**src/rtl/sign_compressor_pkg.sv**
```systemverilog
// sign_compressor_pkg: shared FSM state encodings and default widths for narrowing units
package sign_compressor_pkg;
  localparam int REG_DATA_WIDTH_D = 16;
  localparam int DATA_2_WIDTH_D = 4;
  localparam int CNT_WIDTH_D = 5;
  typedef enum logic [1:0] {IDLE = 2'd0, SCAN = 2'd1, DONE = 2'd2} state_t;
endpackage

```
**src/rtl/sign_compressor_sat_narrow.sv**
```systemverilog
// sat_narrow: orig[W], fits -> data_out[N], low bits of orig when it fits, otherwise the signed N-bit endpoint
module sat_narrow #(
  parameter int W = 16,
  parameter int N = 4
) (
  input  logic [W-1:0] orig,
  input  logic         fits,
  output logic [N-1:0] data_out
);
  always_comb data_out = fits ? orig[N-1:0] : {orig[W-1], {(N-1){~orig[W-1]}}};
endmodule

```
**src/rtl/sign_compressor.sv**
```systemverilog
// sign_compressor: narrows a two's-complement word to a saturated DATA_2_WIDTH field (valid/ready in, valid/ready out; min_width, fits, sat)
module sign_compressor
  import sign_compressor_pkg::*;
#(
  parameter int REG_DATA_WIDTH = REG_DATA_WIDTH_D,
  parameter int DATA_2_WIDTH = DATA_2_WIDTH_D,
  parameter int CNT_WIDTH = CNT_WIDTH_D
) (
  input  logic                      clk,
  input  logic                      rst,
  input  logic                      in_valid,
  output logic                      in_ready,
  input  logic [REG_DATA_WIDTH-1:0] data_in,
  output logic                      out_valid,
  input  logic                      out_ready,
  output logic [DATA_2_WIDTH-1:0]   data_out,
  output logic [CNT_WIDTH-1:0]      min_width,
  output logic                      fits,
  output logic                      sat
);
  localparam int M = REG_DATA_WIDTH - 1;
  state_t state;
  logic [REG_DATA_WIDTH-1:0] orig, shreg;
  logic [CNT_WIDTH-1:0] cnt;
  logic fits_n, redundant;
  logic [DATA_2_WIDTH-1:0] narrowed;
  assign in_ready = rst & (state == IDLE);
  assign out_valid = state == DONE;
  assign fits_n = cnt <= CNT_WIDTH'(DATA_2_WIDTH);
  assign redundant = (cnt > CNT_WIDTH'(1)) & (shreg[M] == shreg[M-1]);
  sat_narrow #(.W(REG_DATA_WIDTH), .N(DATA_2_WIDTH)) u_sat (
    .orig(orig),
    .fits(fits_n),
    .data_out(narrowed)
  );
  always_ff @(posedge clk) begin
    if (!rst) begin
      state <= IDLE;
      orig <= '0;
      shreg <= '0;
      cnt <= '0;
      data_out <= '0;
      min_width <= '0;
      fits <= 1'b0;
      sat <= 1'b0;
    end else begin
      case (state)
        IDLE: if (in_valid) begin
          orig <= data_in;
          shreg <= data_in;
          cnt <= CNT_WIDTH'(REG_DATA_WIDTH);
          state <= SCAN;
        end
        SCAN: if (redundant) begin
          shreg <= shreg << 1;
          cnt <= cnt - 1'b1;
        end else begin
          min_width <= cnt;
          fits <= fits_n;
          sat <= ~fits_n;
          data_out <= narrowed;
          state <= DONE;
        end
        DONE: if (out_ready) state <= IDLE;
        default: state <= IDLE;
      endcase
    end
  end
endmodule

```
**config.mk**
```make
export PLATFORM = sky130hd
export DESIGN_NAME = sign_compressor
export DESIGN_NICKNAME = d
export VERILOG_FILES = /design/src/rtl/sign_compressor_pkg.sv /design/src/rtl/sign_compressor_sat_narrow.sv /design/src/rtl/sign_compressor.sv
export SDC_FILE = /design/constraint.sdc
export NUM_CORES = 1
export LEC_CHECK = 0
export ABC_CLOCK_PERIOD_IN_PS = 3100
export CORE_MARGIN = 1
export CORE_UTILIZATION = 31
export CTS_BUF_LIST = sky130_fd_sc_hd__clkbuf_4
export DETAILED_ROUTE_END_ITERATION = 7
export SYNTH_ARGS = -nofsm -noshare
export SYNTH_HDL_FRONTEND = slang
export SYNTH_SLANG_ARGS = --single-unit
```
**constraint.sdc**
```tcl
create_clock -name clk -period 3.1 [get_ports clk]
set_input_delay 0.62 -clock clk [delete_from_list [all_inputs] [get_ports clk]]
set_output_delay 0.62 -clock clk [all_outputs]
set_load 0.05 [all_outputs]
```
==> results.sh, run 1 <==
export IMPL_hold_path_end="min_width[2]$_SDFFE_PN0P_"
export IMPL_ys_seq_area_share_pct=42.1
export IMPL_nets=244
export IMPL_crit_arrival_ns=1.80
export IMPL_worst_setup_path_type="reg2out"
export IMPL_clock_path_buffers=2
export IMPL_num_vias=1470
export IMPL_hold_path_class="reg2reg"
export IMPL_hold_viol=0
export IMPL_cp_max_fo=5
export IMPL_grt_pass1_wl_um=6530
export IMPL_met1_length_um=1840
export IMPL_highest_layer="met4"
export IMPL_synth_area_um2=1850
export IMPL_synth_edf_count=0
export IMPL_avgRoutedWirePerCell_um=13.3
export IMPL_finalSetupViolations=0
export IMPL_core_area_um2=5640
export IMPL_clkLatencyLatePin_ns=0.35
export IMPL_die_y_um=79.3
export IMPL_postSynthCellCount=191
export IMPL_fmax_mhz=412
export IMPL_antenna_found_initial=0
export IMPL_critical_path_slowest_cell="clkdlybuf4s50_1"
export IMPL_crit_path_end_kind="output port"
export IMPL_dpl_hpwl_um=2690
export IMPL_hold_depth=2
export IMPL_io_buffers=32
export IMPL_rsz0062_at_grt="false"
export IMPL_tritoncts="yes"
export IMPL_status="finished, final reports clean"
export IMPL_dp_cells=287
export IMPL_relSlewSlack_pct=48.9
export IMPL_rows=27
export IMPL_synthFlopType="dfxtp_1"
export IMPL_htreeDepth=2
export IMPL_worst_ep_required_time_ns=2.48
export IMPL_met2_length_um=1870
export IMPL_final_layout_size_suffix_gt1_share_pct=10.3
export IMPL_pin_count=33
export IMPL_syn_nets=213
export IMPL_grt_ovfl_total=0
export IMPL_drtIter0Drc=73
export IMPL_reg2regPathDepth=6
export IMPL_cts_hold_buf=0
export IMPL_clkTransAtPathRegs_ns=0.13
export IMPL_drt_total_wl_um=3920
export IMPL_start_util_pct=32.9
export IMPL_die_area_um2=6290
export IMPL_cts_root_buffer="clkbuf_4"
export IMPL_track_usage_pct=13.7
export IMPL_dr_wl_met3_um=137
export IMPL_cts_buffers=5
export IMPL_postCtsSetupRepairBufs=0
export IMPL_async_reset_ff_share_pct=0
export IMPL_ant_nets=0
export IMPL_ys_warn_count=0
export IMPL_r2r_start="cnt[1]$_SDFFE_PN0P_"
export IMPL_worst_pin_slew_ns=0.766
export IMPL_p_per_area_nw_per_um2=546
export IMPL_diodes=0
export IMPL_period_minus_slack_ns=2.42
export IMPL_whs_ns=0.458
export IMPL_gp_congestion=0.725
export IMPL_grt_pass1_vias=1427
export IMPL_crit_chain="nor2b_1 > clkdlybuf4s50_1"
export IMPL_reg2reg_to="shreg[0]$_SDFFE_PN0P_"
export IMPL_synth_cell_type_count=39
export IMPL_finalNonFillerCells=295
export IMPL_die_w_um=79.3
export IMPL_hp_start="min_width[2]$_SDFFE_PN0P_"
export IMPL_fin_tns_setup_ns=0
export IMPL_synth_avg_cell_area_um2=9.71
export IMPL_viasPerCell=4.98
export IMPL_fin_skew_ns=0.0117
export IMPL_cpPeakStageDelay_ns=0.83
export IMPL_synth_seq_cells=39
export IMPL_syn_to_final_growth_pct=25.2
export IMPL_grt_max_degree=50
export IMPL_start_kind="flop"
export IMPL_r2r_setup_slack_ns=1.00
export IMPL_drv_slew=0
export IMPL_cts_resized_gates=0
export IMPL_fin_crit_sh_pct=78.2
export IMPL_drtPass1Iterations=4
export IMPL_final_cell_mix="dfxtp_1, clkdlybuf4s50_1, nand2_1, mux2i_1, o211a_1"
export IMPL_drc_errors=0
export IMPL_ir_drop_uv=192
export IMPL_cts_sink_count=39
export IMPL_power_leakage_uw=0.000955
export IMPL_drv_cap=0
export IMPL_layout_commonest_cell="dfxtp_1"
through the flow:
stage,power (µW),setup WS (ns),instance area (µm²),utilization [%]
2_1_floorplan,841,1.15,1850,-
3_3_place_gp,936,0.989,2240,39.8
3_5_place_dp,939,0.999,2240,39.8
4_1_cts,1280,0.638,2320,41.1
5_1_grt,1340,0.609,2320,41.1
6_report,1270,0.675,2320,41.1
worst max-delay path by stage:
stage | start | to | depth (start not counted)
final | state[1]$_SDFFE_PN0P_ | out_valid | 2
after global routing | state[1]$_SDFFE_PN0P_ | out_valid | 2
after CTS | state[1]$_SDFFE_PN0P_ | out_valid | 2
after detailed placement | in_valid | cnt[3]$_SDFFE_PN0P_ | 5
after global placement | in_valid | cnt[3]$_SDFFE_PN0P_ | 5
after floorplan | rst | in_ready | 2
registers in the layout, summed over array words and instances, names as in the netlist:
signal	count
shreg	16
min_width	5
state	2
data_out	4
cnt	5
orig	5
fits	1
sat	1
final cells by class:
class | instances | area, µm²
Multi-Input combinational cell | 137 | 1000
Tap cell | 72 | 90.1
Fill cell | 571 | 3320
Inverter | 3 | 11.3
Sequential cell | 39 | 781
Clock inverter | 3 | 38.8
Clock buffer | 5 | 37.5
Timing Repair Buffer | 36 | 360
critical path, delay by kind of cell, from the launching register on:
kind,cells,cell delay [ns]
buffers and inverters,1,0.83
DFF,1,0.41
and+or+nand+nor,1,0.20
metal layers:
layer / global-route usage (%) / up-vias
met3: 3.91 / 6
met4: 6.55 / 0
met2: 21.9 / 25
met5: 0 / -
met1: 16.9 / 692
li1: - / 747
synthesized netlist by cell type (all sizes together) (4+ instances only):
cell | count | area [µm²]
o21ai | 19 | 98.8
mux2i | 23 | 230
buf | 5 | 33.8
clkbuf | 7 | 26.3
o211a | 16 | 160
nand2 | 26 | 97.6
a21boi | 7 | 52.6
dfxtp | 39 | 781
nor3 | 5 | 25.0
nand3 | 4 | 20.0
power by group:
group | switching, µW | internal, µW | total [µW] | leakage (µW)
combinational | 192 | 146 | 338 | 0.000592
clock | 176 | 166 | 342 | 0.0000426
sequential | 33.6 | 553 | 586 | 0.000320
cells by family (layout without fill, tap and decap cells):
family | count (synthesis) | after routing | synth area share [%]
compound gates | 57 | 57 | 24.8
simple gates | 53 | 53 | 14.2
xor+xnor | 2 | 2 | 1.35
flops | 39 | 39 | 42.1
buf+inv | 15 | 47 | 3.85
mux | 23 | 23 | 12.4
fa+ha+maj | 2 | 2 | 1.35
Note: power is estimated with default switching activity, not from simulation.
==> inputs of run 2 (changes only) <==
ABC_CLOCK_PERIOD_IN_PS = 2220   (was 3100)
clock period = 2.22 ns   (was 3.1 ns; I/O delays follow)
==> run 2 against run 1 <==
Clock-buffer cell count unchanged. Flip-flop and latch count unchanged. Global-route usage up 0.20 points. Total power up 32%. Sequential power up 40%. Highest routed layer unchanged.
==> results.sh, run 2 (synthesis gave the netlist of run 1 again) <==
export IMPL_cp_max_fo=2
export IMPL_cts_hold_buf=0
export IMPL_hp_start="min_width[2]$_SDFFE_PN0P_"
export IMPL_tritoncts="yes"
export IMPL_fin_skew_ns=0.0124
export IMPL_worst_pin_slew_ns=0.502
export IMPL_grt_max_degree=50
export IMPL_layout_commonest_cell="dfxtp_1"
export IMPL_die_area_um2=6290
export IMPL_hold_viol=0
export IMPL_pin_count=33
export IMPL_drv_cap=0
export IMPL_viasPerCell=5.03
export IMPL_ir_drop_uv=235
export IMPL_die_y_um=79.3
export IMPL_critPathBufInv=1
export IMPL_rsz0062_at_grt="false"
export IMPL_dpl_hpwl_um=2620
export IMPL_status="finished, final reports clean"
export IMPL_drv_slew=0
export IMPL_clkLatencyLatePin_ns=0.35
export IMPL_core_area_um2=5640
export IMPL_final_layout_size_suffix_gt1_share_pct=12.0
export IMPL_ant_nets=0
export IMPL_largest_reg_flops=16
export IMPL_rows=27
export IMPL_drtPass1Iterations=4
export IMPL_antenna_found_initial=0
export IMPL_avgRoutedWirePerCell_um=13.1
export IMPL_relSlewSlack_pct=66.4
export IMPL_crit_path_end_kind="output port"
export IMPL_postLayoutCoreUtil_pct=41.3
export IMPL_dp_cells=289
export IMPL_crit_chain="clkdlybuf4s50_1"
export IMPL_hold_path_class="reg2reg"
export IMPL_cts_buffers=5
export IMPL_start_kind="flop"
export IMPL_fin_tns_setup_ns=0
export IMPL_die_w_um=79.3
export IMPL_postCtsSetupRepairBufs=0
export IMPL_finalPower_uw=1670
export IMPL_grt_ovfl_total=0
export IMPL_diodes=0
export IMPL_fin_crit_sh_pct=88.2
export IMPL_regMostFlops="shreg"
export IMPL_htreeDepth=2
export IMPL_syn_to_final_growth_pct=25.5
export IMPL_power_leakage_uw=0.000956
export IMPL_fmax_mhz=511
export IMPL_start_util_pct=32.9
export IMPL_cpPeakStageDelay_ns=0.80
export IMPL_clkTransAtPathRegs_ns=0.13
export IMPL_drtIter0Drc=95
export IMPL_drt_total_wl_um=3890
export IMPL_crit_arrival_ns=1.51
export IMPL_track_usage_pct=13.9
export IMPL_finalNonFillerCells=297
export IMPL_hold_depth=2
export IMPL_critical_path_slowest_cell="clkdlybuf4s50_1"
export IMPL_path_delay_family="buffers and inverters"
export IMPL_num_vias=1495
export IMPL_cts_root_buffer="clkbuf_4"
export IMPL_nets=246
export IMPL_worst_setup_path_type="reg2out"
export IMPL_grt_pass1_vias=1510
export IMPL_gp_congestion=0.744
export IMPL_final_cell_mix="dfxtp_1, clkdlybuf4s50_1, nand2_1, mux2i_1, o211a_1"
export IMPL_cp_depth=1
export IMPL_whs_ns=0.454
export IMPL_reg2regPathDepth=7
export IMPL_r2r_start="cnt[1]$_SDFFE_PN0P_"
export IMPL_drc_errors=0
export IMPL_crit_start="sat$_SDFFE_PN0P_"
export IMPL_worst_ep_required_time_ns=1.78
export IMPL_cts_resized_gates=0
export IMPL_p_per_area_nw_per_um2=718
export IMPL_grt_pass1_wl_um=6760
export IMPL_period_minus_slack_ns=1.96
export IMPL_cts_sink_count=39
export IMPL_finalSetupViolations=0
export IMPL_clock_path_buffers=2
export IMPL_io_buffers=32
run 2: changes by cell type in the layout (fill, tap and decap cells not counted), sizes merged:
cell	change
buf	+3
clkinvlp	+2
bufinv	-1
clkdlybuf4s50	-1
clkinv	-1
run 2: layout make-up:
class | instances | area, µm²
fill | 558 | 3310
multi-input combinational | 137 | 1000
sequential | 39 | 781
timing repair buffer | 38 | 385
tap | 72 | 90.1
clock buffer | 5 | 37.5
clock inverter | 3 | 20.0
inverter | 3 | 11.3
run 2: final timing paths:
check	to	slack [ns]
setup reg to reg	shreg[5]$_SDFFE_PN0P_	0.49
hold / removal	min_width[2]$_SDFFE_PN0P_	0.45
hold reg to reg	min_width[2]$_SDFFE_PN0P_	0.45
setup / recovery	sat	0.26
run 2: metal layers:
layer,track usage (%),vias to the layer above,routed length [µm]
li1,-,758,-
met1,16.5,710,1870
met2,23.7,20,1840
met3,2.99,7,108
met4,6.55,0,74
met5,0,-,0
run 2: worst min-delay path, delay by kind of cell (launching register included):
family,cells,cell delay (ns)
and+or+nand+nor,1,0.05
DFF,1,0.33
AOI/OAI and AO/OA,1,0.05
run 2: power breakdown:
part	total (µW)	switching (µW)	internal (µW)
Combinational	484	272	212
Clock	369	248	121
Sequential	818	46.0	772
run 2: metrics by stage:
stage	area, µm²	worst slack [ns]
2_1_floorplan	1850	0.501
3_5_place_dp	2270	0.472
5_1_grt	2330	0.192
4_1_cts	2330	0.235
3_3_place_gp	2270	0.480
6_report	2330	0.261
==> inputs of run 3 (changes only) <==
--- a/config.mk
+++ b/config.mk
@@ -8,3 +8,3 @@
 export ABC_CLOCK_PERIOD_IN_PS = 2220
-export CORE_MARGIN = 1
+export CORE_MARGIN = 1.5
 export CORE_UTILIZATION = 31
==> constraint.sdc (replaced) <==
create_clock -name clk -period 2.22 [get_ports clk]
set_input_delay 0.666 -clock clk [delete_from_list [all_inputs] [get_ports clk]]
set_output_delay 0.666 -clock clk [all_outputs]
set_load 0.05 [all_outputs]
==> run 3 against run 2 <==
Worst setup slack got worse by 0.19 ns. Flip-flop and latch count did not move. Via count fell by 0.27%. Hold slack barely moved. Sequential share of layout area rose by 0.49 points. Routed wire length rose by 0.28%. Sequential power barely moved. Combinational power fell by 1%. Register-to-register slack got worse by 0.32 ns. Critical path type unchanged. Largest cell class unchanged.
==> results.sh, run 3 (synthesis gave the netlist of run 1 again) <==
export IMPL_cpPeakStageDelay_ns=0.79
export IMPL_drv_slew=0
export IMPL_worst_setup_path_type="reg2out"
export IMPL_relSlewSlack_pct=50.7
export IMPL_preCtsSetupSlack_ns=0.108
export IMPL_cts_sink_count=39
export IMPL_pin_count=33
export IMPL_start_kind="flop"
export IMPL_worst_ep_required_time_ns=1.55
export IMPL_die_w_um=80.3
export IMPL_drtIter0Drc=84
export IMPL_critical_path_slowest_cell="clkdlybuf4s50_1"
export IMPL_track_usage_pct=13.3
export IMPL_tritoncts="yes"
export IMPL_ir_drop_uv=231
export IMPL_fin_ws_ns=0.0714
export IMPL_start_util_pct=32.9
export IMPL_finalSetupViolations=0
export IMPL_avgRoutedWirePerCell_um=13.2
export IMPL_fin_tns_setup_ns=0
export IMPL_n_fill_cell=551
export IMPL_hold_path_class="reg2reg"
export IMPL_cp_depth=1
export IMPL_reg2reg_to="shreg[0]$_SDFFE_PN0P_"
export IMPL_drc_errors=0
export IMPL_fmax_mhz=465
export IMPL_crit_path_end_kind="output port"
export IMPL_rows=27
export IMPL_grt_max_degree=50
export IMPL_num_vias=1491
export IMPL_crit_arrival_ns=1.48
export IMPL_die_area_um2=6450
export IMPL_grt_pass1_wl_um=6560
export IMPL_clkTransAtPathRegs_ns=0.12
export IMPL_cts_buffers=5
export IMPL_drtPass1Iterations=4
export IMPL_p_per_area_nw_per_um2=713
export IMPL_ant_nets=0
export IMPL_power_leakage_uw=0.000981
export IMPL_cp_max_fo=2
export IMPL_die_y_um=80.3
export IMPL_dpl_hpwl_um=2660
export IMPL_syn_to_final_growth_pct=23.7
export IMPL_cts_root_buffer="clkbuf_4"
export IMPL_period_minus_slack_ns=2.15
export IMPL_drv_cap=0
export IMPL_crit_start="min_width[3]$_SDFFE_PN0P_"
export IMPL_r2r_setup_slack_ns=0.17
export IMPL_whs_ns=0.454
export IMPL_antenna_found_initial=0
export IMPL_grt_pass1_vias=1446
export IMPL_fin_skew_ns=0.0146
export IMPL_viasPerCell=5.04
export IMPL_fin_crit_sh_pct=96.8
export IMPL_crit_chain="clkdlybuf4s50_1"
export IMPL_gp_congestion=0.723
export IMPL_io_buffers=32
export IMPL_diodes=0
export IMPL_final_cell_mix="dfxtp_1, nand2_1, clkdlybuf4s50_1, mux2i_1, o211a_1"
export IMPL_postLayoutCoreUtil_pct=40.7
export IMPL_critPathBufInv=1
export IMPL_r2r_start="cnt[1]$_SDFFE_PN0P_"
export IMPL_drt_total_wl_um=3900
export IMPL_worst_pin_slew_ns=0.740
export IMPL_nets=246
export IMPL_largest_reg_flops=16
export IMPL_reg2regPathDepth=6
export IMPL_hold_viol=0
export IMPL_clock_path_buffers=2
export IMPL_htreeDepth=2
export IMPL_cp_endpoint="min_width[3]"
export IMPL_clkLatencyLatePin_ns=0.34
export IMPL_status="finished, final reports clean"
export IMPL_rsz0062_at_grt="false"
export IMPL_regMostFlops="shreg"
export IMPL_layout_commonest_cell="dfxtp_1"
export IMPL_core_area_um2=5640
export IMPL_final_layout_size_suffix_gt1_share_pct=13.4
export IMPL_grt_ovfl_total=0
export IMPL_path_delay_family="buffers and inverters"
==> run 3: changes by cell type in the layout (fill, tap and decap cells not counted), sizes merged <==
cell	delta
buf	+5
clkdlybuf4s50	-6
clkinv	+1
clkinvlp	-2
dlymetal6s2s	+1
==> run 3: layout make-up <==
class	instances	area [µm²]	share of cell area, %
clock buffers	5	37.5	1.64
clock inverters	2	8.76	0.382
inverters	3	11.3	0.491
multi-input cells	137	1000	43.7
flip-flops and latches	39	781	34.0
well taps	72	90.1	3.93
repair buffers	38	363	15.8
==> run 3: worst min-delay path by stage <==
| stage | start | endpoint | slack (ns) | cells after the start |
|---|---|---|---|---|
| floorplan | shreg[0]$_SDFFE_PN0P_ | shreg[0]$_SDFFE_PN0P_ | 0.43 | 2 |
| global placement | min_width[2]$_SDFFE_PN0P_ | min_width[2]$_SDFFE_PN0P_ | 0.44 | 2 |
| detailed placement | min_width[2]$_SDFFE_PN0P_ | min_width[2]$_SDFFE_PN0P_ | 0.44 | 2 |
| CTS | min_width[2]$_SDFFE_PN0P_ | min_width[2]$_SDFFE_PN0P_ | 0.46 | 2 |
| global route | min_width[3]$_SDFFE_PN0P_ | min_width[3]$_SDFFE_PN0P_ | 0.48 | 2 |
| finish | min_width[2]$_SDFFE_PN0P_ | min_width[2]$_SDFFE_PN0P_ | 0.45 | 2 |
==> run 3: repair_timing <==
item / 4_1_cts / 5_1_grt
endpoints found under the setup margin: 0 / 1
resized for setup: 0 / 1
buffers inserted: 0 / 0
hold buffers: 0 / 0
==> run 3: layer usage <==
layer  vias to the layer above  GRT usage (%)  part of all wire [%]
li1                        757              -                     -
met1                       709           16.3                    48
met2                        18           22.0                    47
met3                         7           3.64                   3.0
met4                         0           5.17                   1.6
met5                         -              0                     0
==> run 3: through the flow <==
stage	area [µm²]	cells	power [µW]
final	2290	296	1640
after global routing	2290	296	1730
after CTS	2290	296	1650
after detailed placement	2240	289	1320
after global placement	2240	289	1310
after floorplan	1850	191	1170
==> run 3: report_power, final <==
part / total [µW] / switching, µW / internal (µW)
registers: 819 / 46.5 / 772
clock network: 339 / 227 / 112
logic: 478 / 271 / 207
total: 1640 / 545 / 1090
==> run 3: tightest hold or removal path: stages, from the launching register on <==
cell and delay (ns):
dfxtp_1 0.32, nand2_1 0.05, o21ai_1 0.05
